<file path="config.mk">
export PLATFORM = sky130hd
export DESIGN_NAME = multichannel_signal_generator
export DESIGN_NICKNAME = d
export VERILOG_FILES = /design/src/rtl/siggen_pkg.sv /design/src/rtl/siggen_lfsr32.sv /design/src/rtl/multichannel_signal_generator.sv
export SDC_FILE = /design/constraint.sdc
export NUM_CORES = 1
export LEC_CHECK = 0
export ABC_CLOCK_PERIOD_IN_PS = 3800
export BUFFER_PORTS_ARGS = -buffer_cell sky130_fd_sc_hd__buf_2
export CAP_MARGIN = 0
export CORE_MARGIN = 2
export CORE_UTILIZATION = 63
export CTS_CLUSTER_SIZE = 10
export DETAILED_ROUTE_END_ITERATION = 16
export GPL_TIMING_DRIVEN = 0
export PLACE_DENSITY = 0.92
export SYNTH_ARGS = -nofsm -noshare
export SYNTH_HDL_FRONTEND = slang
export SYNTH_SLANG_ARGS = --single-unit
</file>
<file path="constraint.sdc">
create_clock -name clk_operation -period 3.8 [get_ports clk_operation]
set_input_delay 0.19 -clock clk_operation [delete_from_list [all_inputs] [get_ports clk_operation]]
set_output_delay 0.19 -clock clk_operation [all_outputs]
set_load 0.02 [all_outputs]
</file>
<file path="src/rtl/siggen_pkg.sv">
// siggen_pkg: shared mode/state encodings and the Galois LFSR step used by the signal generator
package siggen_pkg;
  typedef enum logic [1:0] {MODE_RANDOM, MODE_RAMP, MODE_CONST, MODE_SQUARE} mode_t;
  typedef enum logic [1:0] {ST_IDLE, ST_RUN, ST_DONE} state_t;
  localparam logic [31:0] LFSR_TAPS = 32'h8020_0003;
  localparam logic [31:0] SEED_SPREAD = 32'h9E37_79B9;
  function automatic logic [31:0] lfsr_next(input logic [31:0] s);
    return {1'b0, s[31:1]} ^ (s[0] ? LFSR_TAPS : 32'h0);
  endfunction
endpackage

</file>
<file path="src/rtl/siggen_lfsr32.sv">
// siggen_lfsr32: 32-bit Galois LFSR with seed reload and advance enable
module siggen_lfsr32 import siggen_pkg::*; #(
  parameter logic [31:0] SEED = 32'h1
) (
  input  logic        clk,
  input  logic        rst,
  input  logic        load,
  input  logic        en,
  output logic [31:0] state
);
  always_ff @(posedge clk) begin
    if (rst || load) state <= SEED;
    else if (en) state <= lfsr_next(state);
  end
endmodule

</file>
<file path="src/rtl/multichannel_signal_generator.sv">
// multichannel_signal_generator: NUM_CH-channel random/ramp/constant/square stimulus source, valid/ready output
// Define SIGGEN_NOISE_EN to add saturating LFSR noise to ramp, constant and square modes.
module multichannel_signal_generator import siggen_pkg::*; #(
  parameter int          WIDTH       = 16,
  parameter int          NUM_CH      = 2,
  parameter int          CNT_W       = 16,
  parameter logic [31:0] SEED        = 32'hACE1_2025,
  parameter int          HALF_PERIOD = 8,
  parameter int          NOISE_BITS  = 4
) (
  input  logic                    clk_operation,
  input  logic                    reset,
  input  logic                    start,
  input  logic                    abort,
  input  logic [1:0]              mode,
  input  logic [CNT_W-1:0]        num_samples,
  input  logic [WIDTH-1:0]        step,
  input  logic [WIDTH-1:0]        const_value,
  input  logic                    sample_tick,
  input  logic                    out_ready,
  output logic [WIDTH*NUM_CH-1:0] signal,
  output logic                    out_valid,
  output logic                    busy,
  output logic                    done,
  output logic                    overrun
);
  localparam int PH_W = HALF_PERIOD > 1 ? $clog2(HALF_PERIOD) : 1;
  if (WIDTH < 2 || WIDTH > 32 || NUM_CH < 1 || NUM_CH > 8 || HALF_PERIOD < 1 || NOISE_BITS < 2 || NOISE_BITS > WIDTH) begin : g_bad_params
    $error("multichannel_signal_generator: parameter out of range");
  end
  state_t state;
  mode_t md;
  logic [CNT_W-1:0] n, count;
  logic [WIDTH-1:0] stp, cval, acc;
  logic [PH_W-1:0] ph;
  logic neg, load, accept, adv;
  logic [WIDTH*NUM_CH-1:0] nxt_sig;
  assign load = state == ST_IDLE && start;
  assign accept = state == ST_RUN && !abort && sample_tick && (!out_valid || out_ready) && count != n;
`ifdef SIGGEN_NOISE_EN
  assign adv = accept;
  function automatic logic [WIDTH-1:0] sat_add(input logic [WIDTH-1:0] b, input logic [NOISE_BITS-1:0] r);
    logic [WIDTH:0] s;
    s = {b[WIDTH-1], b} + (WIDTH+1)'($signed({~r[NOISE_BITS-1], r[NOISE_BITS-2:0]}));
    return s[WIDTH] == s[WIDTH-1] ? s[WIDTH-1:0] : {s[WIDTH], {(WIDTH-1){~s[WIDTH]}}};
  endfunction
`else
  assign adv = accept && md == MODE_RANDOM;
`endif
  for (genvar c = 0; c < NUM_CH; c++) begin : g_ch
    localparam logic [31:0] S = SEED ^ (32'(c) * SEED_SPREAD);
    logic [31:0] st;
    logic [WIDTH-1:0] base;
    siggen_lfsr32 #(.SEED(S == 32'h0 ? 32'h1 : S)) u_lfsr (
      .clk(clk_operation), .rst(reset), .load(load), .en(adv), .state(st)
    );
    assign base = md == MODE_RAMP ? acc + stp : md == MODE_CONST ? cval : neg ? -cval : cval;
`ifdef SIGGEN_NOISE_EN
    assign nxt_sig[c*WIDTH +: WIDTH] = md == MODE_RANDOM ? WIDTH'(lfsr_next(st)) : sat_add(base, NOISE_BITS'(lfsr_next(st)));
`else
    assign nxt_sig[c*WIDTH +: WIDTH] = md == MODE_RANDOM ? WIDTH'(lfsr_next(st)) : base;
`endif
  end
  always_ff @(posedge clk_operation) begin
    if (reset) begin
      state <= ST_IDLE;
      md <= MODE_RANDOM;
      n <= '0;
      count <= '0;
      stp <= '0;
      cval <= '0;
      acc <= '0;
      ph <= '0;
      neg <= 1'b0;
      signal <= '0;
      out_valid <= 1'b0;
      busy <= 1'b0;
      done <= 1'b0;
      overrun <= 1'b0;
    end else begin
      done <= 1'b0;
      case (state)
        ST_IDLE: if (start) begin
          md <= mode_t'(mode);
          n <= num_samples;
          stp <= step;
          cval <= const_value;
          count <= '0;
          overrun <= 1'b0;
          acc <= '0;
          ph <= '0;
          neg <= 1'b0;
          state <= num_samples == '0 ? ST_DONE : ST_RUN;
          busy <= num_samples != '0;
        end
        ST_RUN: if (abort) begin
          state <= ST_IDLE;
          busy <= 1'b0;
          out_valid <= 1'b0;
        end else if (count == n && !out_valid) begin
          state <= ST_DONE;
          busy <= 1'b0;
        end else begin
          if (accept) begin
            signal <= nxt_sig;
            out_valid <= 1'b1;
            count <= count + 1'b1;
            acc <= acc + stp;
            ph <= ph == PH_W'(HALF_PERIOD - 1) ? '0 : ph + 1'b1;
            neg <= ph == PH_W'(HALF_PERIOD - 1) ? ~neg : neg;
          end else if (out_ready) out_valid <= 1'b0;
          // a tick that finds the output still held is lost; generators stay put
          if (sample_tick && out_valid && !out_ready && count != n) overrun <= 1'b1;
        end
        default: begin
          state <= ST_IDLE;
          done <= 1'b1;
        end
      endcase
    end
  end
endmodule

</file>
==> summary.md, run 1 <==
| Metric | Value |
|---|---|
| Worst reg2reg path depth | 10 |
| Initial Utilization | 63.9% |
| Failing checks | hold timing |
| Root Driver | clkbuf_16 |
| Worst slew margin relative to its limit | 48.1% |
| Global route overflow | 0 |
| First-pass GRT wire length | 39000 µm |
| Via count | 8407 |
| Ys async rst share | 0% |
| Die width | 119 µm |
| Critical Path End Type | register |
| Fin util | 75.3% |
| Period utilization | 77.8% |
| Final instance area | 0.00989 mm² |
| Synth Area per Inst | 8.07 µm² |
| Inserted Clock Buffers | 17 |
| Non-Filler Instances | 1364 |
| FMAX | 338 MHz |
| EDFF count, synth | 0 |
| Static leakage power | 4.01 nW |
| IO Count | 92 |
| Top_reg_cell synth | dfxtp_1 |
| Chip height | 119 µm |
| Synth Net Count | 1117 |
| Setup Skew | 0.0131 ns |
| Maximum buffer depth of the clock tree | 2 |
| Final WL | 24800 µm |
| Commonest cells after routing, fill and taps aside | nand2_1 (263), dfxtp_1 (188), a21oi_1 (111) |
| Hold depth | 3 |
| Post-Synthesis Cells | 1041 |
| Ant. Diodes | 0 |
| Commonest non-fill, non-tap cell in the layout | nand2_1 |
| Top cells by area, synth | dfxtp_1 (45%), nand2_1 (12%), a21oi_1 (6.6%) |
| # nets final | 1251 |
| Worst path required time | 4.10 ns |
| Max-slew violation count | 0 |
| Total Power | 4.36 mW |
| Clock Sinks | 188 |
| DR iter-0 viols | 963 |
| PwrDens | 441 mW/mm² |
| Reg clk slew, reported paths | 0.08 ns |
| Number of global-route vias before repair | 8026 |
| Run status | finished, violations left |
| Register area share after synthesis | 44.8% |
| Fin. Hold Viols | 2 |
| Final setup vio count | 0 |
| CP Launch Type | register |
| Max cap viols | 0 |
| Cells after DPL | 1307 |
| Smallest hold slack | -0.00615 ns |
| Core region area | 0.0131 mm² |
| Syn. warnings | 0 |
| Post-synth top area cell | dfxtp_1 |
| Area delta synth->final | 17.8% |
| Vias per Instance | 6.16 |
| Total GRT Usage | 34.3% |
| Worst vdd ir | 0.000426 V |
| Core Rows | 42 |
| Post-DP Area | 0.00907 mm² |
| Count of cell types in the netlist | 73 |
| Critical-path cell list | ha_1 > fa_1 > a21o_1 > a21oi_2 > o21ai_1 > a31oi_4 > nand3b_1 > o311ai_2 > a221oi_1 > a211oi_1 |
| Final TNS setup | 0 ns |
| DRC viols | 0 |
| #FFs+latches synth | 188 |
| Slowest CP cell | a221oi_1 |
| Layout cells sized above 1 | 13.7% |
| Worst EP arrival | 3.26 ns |
| # port buffers | 90 |
| Post-DP HPWL | 16500 µm |
| Pre-antenna DRT Iters | 10 |
| Top cell type's share of synthesized area | 44.8% |
| Critical path class | reg -> reg |
| ANT nets after route | 0 |
| H-tree levels | 4 |
| HP Class | in -> reg |
| RePlAce Congestion | 0.954 |
| Mapped Area | 0.00840 mm² |
| Worst-skew pair later-pin latency | 0.44 ns |
| RSZ-0062 raised after global routing | false |
| Largest net degree at the start of global routing | 17 |
| Initial antenna violation count | 0 |
| Least-Margin Pin Slew | 0.778 ns |
| CTS tree | yes |
| Drt wl/cell | 18.2 µm |
| Max stage delay on crit path | 0.52 ns |
| Total die area | 0.0143 mm² |
| Final worst path period need | 2.96 ns |
| Worst-path fanout max | 5 |
## worst max-delay path: cells and delay by family (launching register included)
family | cells | cell delay, ns
AO/OA/AOI/OAI | 7 | 1.63
adder cells (fa/ha/maj) | 2 | 0.66
flip-flops | 1 | 0.36
AND/OR/NAND/NOR | 1 | 0.17
## metrics by stage
step	setup WS, ns	hold slack [ns]
6_report	0.845	-0.00615
5_1_grt	0.761	0.00128
4_1_cts	0.930	0.000967
3_5_place_dp	0.971	0.438
3_3_place_gp	1.01	0.435
2_1_floorplan	1.42	0.326
## path summary, 6_finish.rpt
kind / slack (ns) / endpoint / start
min reg2reg: 0.45 / g_ch[1].u_lfsr.state[26] / g_ch[1].u_lfsr.state[27]
max: 0.84 / signal[28] / stp[0]
max reg2reg: 0.84 / signal[28] / stp[0]
min: -0.006 / cval[1] / const_value[1]
## power breakdown
group	internal [mW]	leakage, nW	switching, mW
logic	0.172	2.22	0.325
clock network	0.972	0.266	0.802
registers	2.03	1.53	0.0572
## sequential cells by signal, indices dropped and copies added, names as in the netlist
signal             cells
acc                   16
busy                   1
count                 16
cval                  16
done                   1
g_ch.u_lfsr.state     64
md                     2
n                     16
neg                    1
out_valid              1
overrun                1
ph                     3
signal                32
state                  2
stp                   16
## logic make-up after synthesis
logic type	count (synthesis)	synth area share, %
buf+inv	80	4.11
xor+xnor	56	6.00
flops	188	44.8
mux	2	0.253
simple gates	460	23.6
fa+ha+maj	20	3.07
compound gates	235	18.1
## what timing repair did
action	CTS	global route
resized for setup	0	0
endpoints found under the setup margin	0	0
hold endpoints to repair	24	1
hold buffers	24	1
setup buffers	0	0
## routing by layer
metal	global-route usage, %	share of wire (%)
met5	0	0
met2	56.9	47
met3	6.37	9.4
met4	18.3	5.0
met1	42.4	39
## layout make-up
class,count,area (µm²)
Fill cell,910,3240
Inverter,15,56.3
Sequential cell,188,3760
Multi-Input combinational cell,773,4290
Clock inverter,13,143
Buffer,65,289
Timing Repair Buffer,115,701
Clock buffer,19,433
Tap cell,176,220
## cell usage after synthesis, drive strengths merged, types with 8 or more instances
cell and number:
inv 15, xor2 22, ha 19, nor2 94, nor3 17, a22oi 15
o21ai 22, nand3 33, xnor2 33, clkbuf 38, nand2 263, or3 8
nand4 11, a221oi 8, dfxtp 188, nor4 9, a21oi 112, buf 27
a211oi 24
Power figures use the tool's default switching activity.
==> run 2: changes to the inputs <==
--- a/config.mk
+++ b/config.mk
@@ -5,15 +5,15 @@
 export SDC_FILE = /design/constraint.sdc
 export NUM_CORES = 1
 export LEC_CHECK = 0
-export ABC_CLOCK_PERIOD_IN_PS = 3800
+export ABC_CLOCK_PERIOD_IN_PS = 2600
 export BUFFER_PORTS_ARGS = -buffer_cell sky130_fd_sc_hd__buf_2
 export CAP_MARGIN = 0
 export CORE_MARGIN = 2
-export CORE_UTILIZATION = 63
+export CORE_UTILIZATION = 53
 export CTS_CLUSTER_SIZE = 10
 export DETAILED_ROUTE_END_ITERATION = 16
 export GPL_TIMING_DRIVEN = 0
-export PLACE_DENSITY = 0.92
+export PLACE_DENSITY = 0.83
 export SYNTH_ARGS = -nofsm -noshare
 export SYNTH_HDL_FRONTEND = slang
 export SYNTH_SLANG_ARGS = --single-unit
==> constraint.sdc (replaced) <==
create_clock -name clk_operation -period 2.6 [get_ports clk_operation]
set_input_delay 0.13 -clock clk_operation [delete_from_list [all_inputs] [get_ports clk_operation]]
set_output_delay 0.13 -clock clk_operation [all_outputs]
set_load 0.02 [all_outputs]
==> run 2 against run 1 <==
  * The run now ends clean
  * Setup slack worse by 0.80 ns
  * Sequential cell count unchanged
  * Clock power grew 54%
  * Global-route usage down 5.7 points
  * Critical path type unchanged
  * Critical endpoint unchanged
  * Largest power group unchanged
==> summary.md, run 2 (synthesis results as in run 1) <==
| Metric | Value |
|---|---|
| Smallest hold slack | 0.0440 ns |
| Final worst path period need | 2.55 ns |
| Fin. Hold Viols | 0 |
| ANT nets after route | 0 |
| Cells after DPL | 1347 |
| Max-slew violation count | 0 |
| Total GRT Usage | 28.6% |
| Pre-CTS setup slack | -0.316 ns |
| Fin util | 66.3% |
| Area of the multi-input gates | 0.00442 mm² |
| Final TNS setup | 0 ns |
| Worst-path fanout max | 3 |
| Worst EP arrival | 2.91 ns |
| DR iter-0 viols | 678 |
| Initial Utilization | 53.4% |
| FF-to-FF Start | stp[0] |
| # port buffers | 90 |
| Fillers | 1251 |
| Post-DP Area | 0.00912 mm² |
| Area delta synth->final | 24.0% |
| Post-DP HPWL | 16400 µm |
| Max FFs per register | 64 |
| Worst path required time | 2.96 ns |
| Worst reg2reg path depth | 11 |
| Worst-skew pair later-pin latency | 0.44 ns |
| Register area | 0.00377 mm² |
| Layout cells sized above 1 | 15.1% |
| Die width | 130 µm |
| Total die area | 0.0169 mm² |
| H-tree levels | 4 |
| Critical path class | reg -> reg |
| Worst slew margin relative to its limit | 28.6% |
| Hold Path Sink | state[0] |
| First-pass GRT wire length | 37500 µm |
| Max cap viols | 0 |
| Period utilization | 98.2% |
| Via count | 8117 |
| Met3 WL | 1640 µm |
| Met1 Wirelength | 9890 µm |
| Static leakage power | 4.21 nW |
| Vias per Instance | 5.66 |
| IO Count | 92 |
| PwrDens | 628 mW/mm² |
| Max layer used | met4 |
| Top flop regs | g_ch.u_lfsr.state: 64 flops, signal: 32 flops |
| Final WL | 24100 µm |
| Worst reg2reg setup slack | 0.05 ns |
| Run status | complete, no violations |
| DRC viols | 0 |
| Number of global-route vias before repair | 7502 |
| Final instance area | 0.0104 mm² |
| Least-Margin Pin Slew | 1.07 ns |
| Non-Filler Instances | 1433 |
| Final setup vio count | 0 |
| Commonest cells after routing, fill and taps aside | nand2_1 (263), dfxtp_1 (185), a21oi_1 (111) |
| Setup Skew | 0.00783 ns |
| Core region area | 0.0157 mm² |
| Global route overflow | 0 |
| CP Launch Type | register |
| FMAX | 392 MHz |
| CTS tree | yes |
| Fin worst setup slack | 0.0459 ns |
| Drt wl/cell | 16.8 µm |
| RePlAce Congestion | 0.881 |
| Worst vdd ir | 0.000493 V |
| Clock Sinks | 188 |
| Chip height | 130 µm |
| Hold depth | 3 |
| Reg clk slew, reported paths | 0.07 ns |
| Commonest non-fill, non-tap cell in the layout | nand2_1 |
| Maximum buffer depth of the clock tree | 2 |
| HP Class | in -> reg |
| Met2 wire length | 11700 µm |
| Inserted Clock Buffers | 17 |
| RSZ-0062 raised after global routing | true |
| Worst reg2reg path endpoint | signal[28] |
| Root Driver | clkbuf_16 |
| Largest net degree at the start of global routing | 17 |
| Pre-antenna DRT Iters | 5 |
| Critical Path End Type | register |
| Total Power | 6.53 mW |
| Largest Register | g_ch.u_lfsr.state |
| # nets final | 1281 |
| Ant. Diodes | 0 |
| Hold path startpoint | abort |
| Initial antenna violation count | 0 |
| Core Rows | 46 |
==> run 2: layout make-up <==
type / instances / share of cell area (%)
plain buffers: 65 / 2.78
clock buffers: 22 / 4.56
clock inverters: 9 / 1.29
inverters: 15 / 0.541
multi-input cells: 773 / 42.5
flip-flops and latches: 188 / 36.2
well taps: 216 / 2.60
repair buffers: 145 / 9.53
==> run 2: layer usage <==
metal | up-vias | global-route usage (%)
met2 | 351 | 48.9
li1 | 3911 | -
met4 | 0 | 12.7
met3 | 68 | 5.54
met1 | 3787 | 35.1
met5 | - | 0
==> run 2: what timing repair did <==
| item | in CTS | in global routing |
|---|---|---|
| endpoints found under the hold margin | 50 | 0 |
| pin swaps | 9 | 12 |
| buffers inserted | 2 | 3 |
| hold buffers | 50 | 0 |
| setup endpoints to repair | 14 | 16 |
| gates resized for setup | 11 | 16 |
==> run 2: report_power, final <==
group | internal (mW) | switching (mW) | total (mW)
clock | 1.59 | 1.13 | 2.72
sequential | 2.97 | 0.0794 | 3.05
combinational | 0.285 | 0.477 | 0.762
total | 4.85 | 1.69 | 6.53
==> run 2: critical path, cell delays in order, from the launching register on <==
cell      delay [ns]
dfxtp_4         0.36
ha_4            0.16
fa_2            0.35
a21o_1          0.22
a21oi_4         0.21
o21ai_4         0.09
a31oi_4         0.17
buf_6           0.14
nor2_4          0.05
o311ai_4        0.32
a221oi_4        0.16
a211oi_2        0.25
==> run 2: worst max path at each step <==
stage	from	end	depth (start not counted)	slack (ns)
6_report	stp[0]	signal[28]	11	0.05
5_1_grt	stp[0]	signal[12]	11	-0.06
4_1_cts	stp[0]	signal[28]	10	-0.003
3_5_place_dp	stp[0]	signal[28]	10	-0.32
3_3_place_gp	stp[0]	signal[28]	10	-0.23
2_1_floorplan	stp[0]	signal[28]	10	0.22
==> run 3: changes to the inputs <==
--- a/config.mk
+++ b/config.mk
@@ -9,11 +9,12 @@
 export BUFFER_PORTS_ARGS = -buffer_cell sky130_fd_sc_hd__buf_2
 export CAP_MARGIN = 0
 export CORE_MARGIN = 2
-export CORE_UTILIZATION = 53
+export CORE_UTILIZATION = 55
+export CTS_BUF_LIST = sky130_fd_sc_hd__clkbuf_4 sky130_fd_sc_hd__clkbuf_8
 export CTS_CLUSTER_SIZE = 10
 export DETAILED_ROUTE_END_ITERATION = 16
 export GPL_TIMING_DRIVEN = 0
-export PLACE_DENSITY = 0.83
+export PLACE_DENSITY = 0.85
 export SYNTH_ARGS = -nofsm -noshare
 export SYNTH_HDL_FRONTEND = slang
 export SYNTH_SLANG_ARGS = --single-unit
==> run 3 against run 2 <==
  * Register-to-register slack worse by 0.02 ns
  * Sequential power is essentially flat
  * Critical path type unchanged
  * Maximum frequency is 0.61% lower
  * Highest routed layer unchanged
  * Non-clock buffer count rose by 1
  * Sequential cell count unchanged
==> summary.md, run 3 (synthesis results as in run 1) <==
| Metric | Value |
|---|---|
| FMAX | 389 MHz |
| DR iter-0 viols | 760 |
| Critical Path End Type | register |
| # nets final | 1282 |
| Die width | 128 µm |
| Total die area | 0.0163 mm² |
| Fin. Hold Viols | 0 |
| Non-Filler Instances | 1407 |
| HP Class | in -> reg |
| Critical-path cell list | ha_4 > fa_2 > a21o_1 > a21oi_2 > o21ai_2 > a31oi_4 > nand3b_1 > o311ai_4 > a221oi_4 > a211oi_1 |
| Reg clk slew, reported paths | 0.09 ns |
| RePlAce Congestion | 0.896 |
| Largest Register | g_ch.u_lfsr.state |
| Top flop regs | g_ch.u_lfsr.state: 64 flops, signal: 32 flops |
| Slowest CP cell | a221oi_4 |
| Smallest hold slack | 0.0587 ns |
| Worst EP arrival | 2.92 ns |
| RSZ-0062 raised after global routing | true |
| Max FFs per register | 64 |
| Pre-antenna DRT Iters | 5 |
| Final worst path period need | 2.57 ns |
| Commonest non-fill, non-tap cell in the layout | nand2_1 |
| Max stage delay on crit path | 0.40 ns |
| Worst slew margin relative to its limit | 51.4% |
| Inserted Clock Buffers | 17 |
| Cell family with most CP delay | compound AO/OA/AOI/OAI gates |
| CP Launch Type | register |
| Cells after DPL | 1319 |
| Drt wl/cell | 16.9 µm |
| Maximum buffer depth of the clock tree | 2 |
| Least-Margin Pin Slew | 0.726 ns |
| IO Count | 92 |
| Commonest cells after routing, fill and taps aside | nand2_1 (263), dfxtp_1 (186), a21oi_1 (111) |
| Final WL | 23800 µm |
| H-tree levels | 4 |
| Vias per Instance | 5.77 |
| Initial antenna violation count | 0 |
| Critical path class | reg -> reg |
| Initial Utilization | 55.9% |
| DRC viols | 0 |
| Post-DP HPWL | 16300 µm |
| Period utilization | 98.8% |
| Fin util | 67.6% |
| Area delta synth->final | 20.9% |
| Clock Sinks | 188 |
| Worst-path fanout max | 4 |
| Static leakage power | 4.11 nW |
| Ant. Diodes | 0 |
| Via count | 8120 |
| Final setup vio count | 0 |
| Total GRT Usage | 29.5% |
| Root Driver | clkbuf_8 |
| Core Rows | 45 |
| Worst reg2reg path depth | 10 |
| Setup Skew | 0.0158 ns |
| Max cap viols | 0 |
| Layout cells sized above 1 | 15.0% |
| First-pass GRT wire length | 37700 µm |
| Chip height | 128 µm |
| ANT nets after route | 0 |
| Final instance area | 0.0102 mm² |
| Number of global-route vias before repair | 7714 |
| Max-slew violation count | 0 |
| Global route overflow | 0 |
| Hold depth | 3 |
| Run status | complete, no violations |
| CTS tree | yes |
| Largest net degree at the start of global routing | 18 |
| Post-DP Area | 0.00908 mm² |
| PwrDens | 574 mW/mm² |
| Worst vdd ir | 0.000453 V |
| Crit path depth | 10 |
| Worst path required time | 2.95 ns |
| Worst-skew pair later-pin latency | 0.48 ns |
| Buffers & Inverters on Critical Path | 0 |
| # port buffers | 90 |
| Core region area | 0.0150 mm² |
run 3: cell count changes in the layout (fill, tap and decap cells not counted), sizes merged:
| cell | change |
|---|---|
| dlygate4sd3 | +2 |
| clkinvlp | +1 |
| bufinv | -1 |
| inv | +4 |
| clkbuf | -3 |
| buf | -1 |
run 3: path summary, 6_finish.rpt:
check / start / slack (ns) / to
max: stp[0] / 0.03 / signal[28]
min: sample_tick / 0.06 / out_valid
max reg2reg: stp[0] / 0.03 / signal[28]
min reg2reg: g_ch[1].u_lfsr.state[27] / 0.44 / g_ch[1].u_lfsr.state[26]
run 3: worst min-delay path: stages:
cell and delay (ns):
buf_2 0.10, or4b_2 0.20, a21oi_1 0.06
run 3: cell type report:
| class | instances | area (µm²) |
|---|---|---|
| flip-flops and latches | 188 | 3770 |
| well taps | 188 | 235 |
| inverters | 15 | 56.3 |
| plain buffers | 65 | 289 |
| clock inverters | 13 | 154 |
| repair buffers | 146 | 1000 |
| multi-input cells | 773 | 4390 |
| clock buffers | 19 | 262 |
| fillers | 1196 | 4880 |
run 3: where the power goes:
| group | switching (mW) | internal, mW | leakage, nW |
|---|---|---|---|
| clock | 1.09 | 0.930 | 0.210 |
| combinational | 0.473 | 0.285 | 2.37 |
| sequential | 0.0797 | 2.97 | 1.53 |
run 3: repair_timing:
item | 4_1_cts | 5_1_grt
gates resized for setup | 11 | 9
setup buffers | 4 | 0
setup endpoints to repair | 14 | 12
hold buffers | 52 | 0
pin swaps | 6 | 5
endpoints found under the hold margin | 54 | 0
run 3: routing by layer:
layer / track usage [%] / wire length, µm
met3: 6.16 / 1710
met5: 0 / 0
met4: 11.7 / 734
met2: 51.0 / 11500
met1: 36.1 / 9820
run 3: stage by stage:
| step | TNS, ns | worst slack, ns | total power [mW] |
|---|---|---|---|
| after floorplan | 0 | 0.215 | 3.54 |
| after global placement | -1.10 | -0.262 | 3.75 |
| after detailed placement | -1.32 | -0.298 | 3.76 |
| after CTS | -0.0273 | -0.0203 | 5.81 |
| after global routing | -0.0475 | -0.0273 | 6.05 |
| final | 0 | 0.0302 | 5.83 |
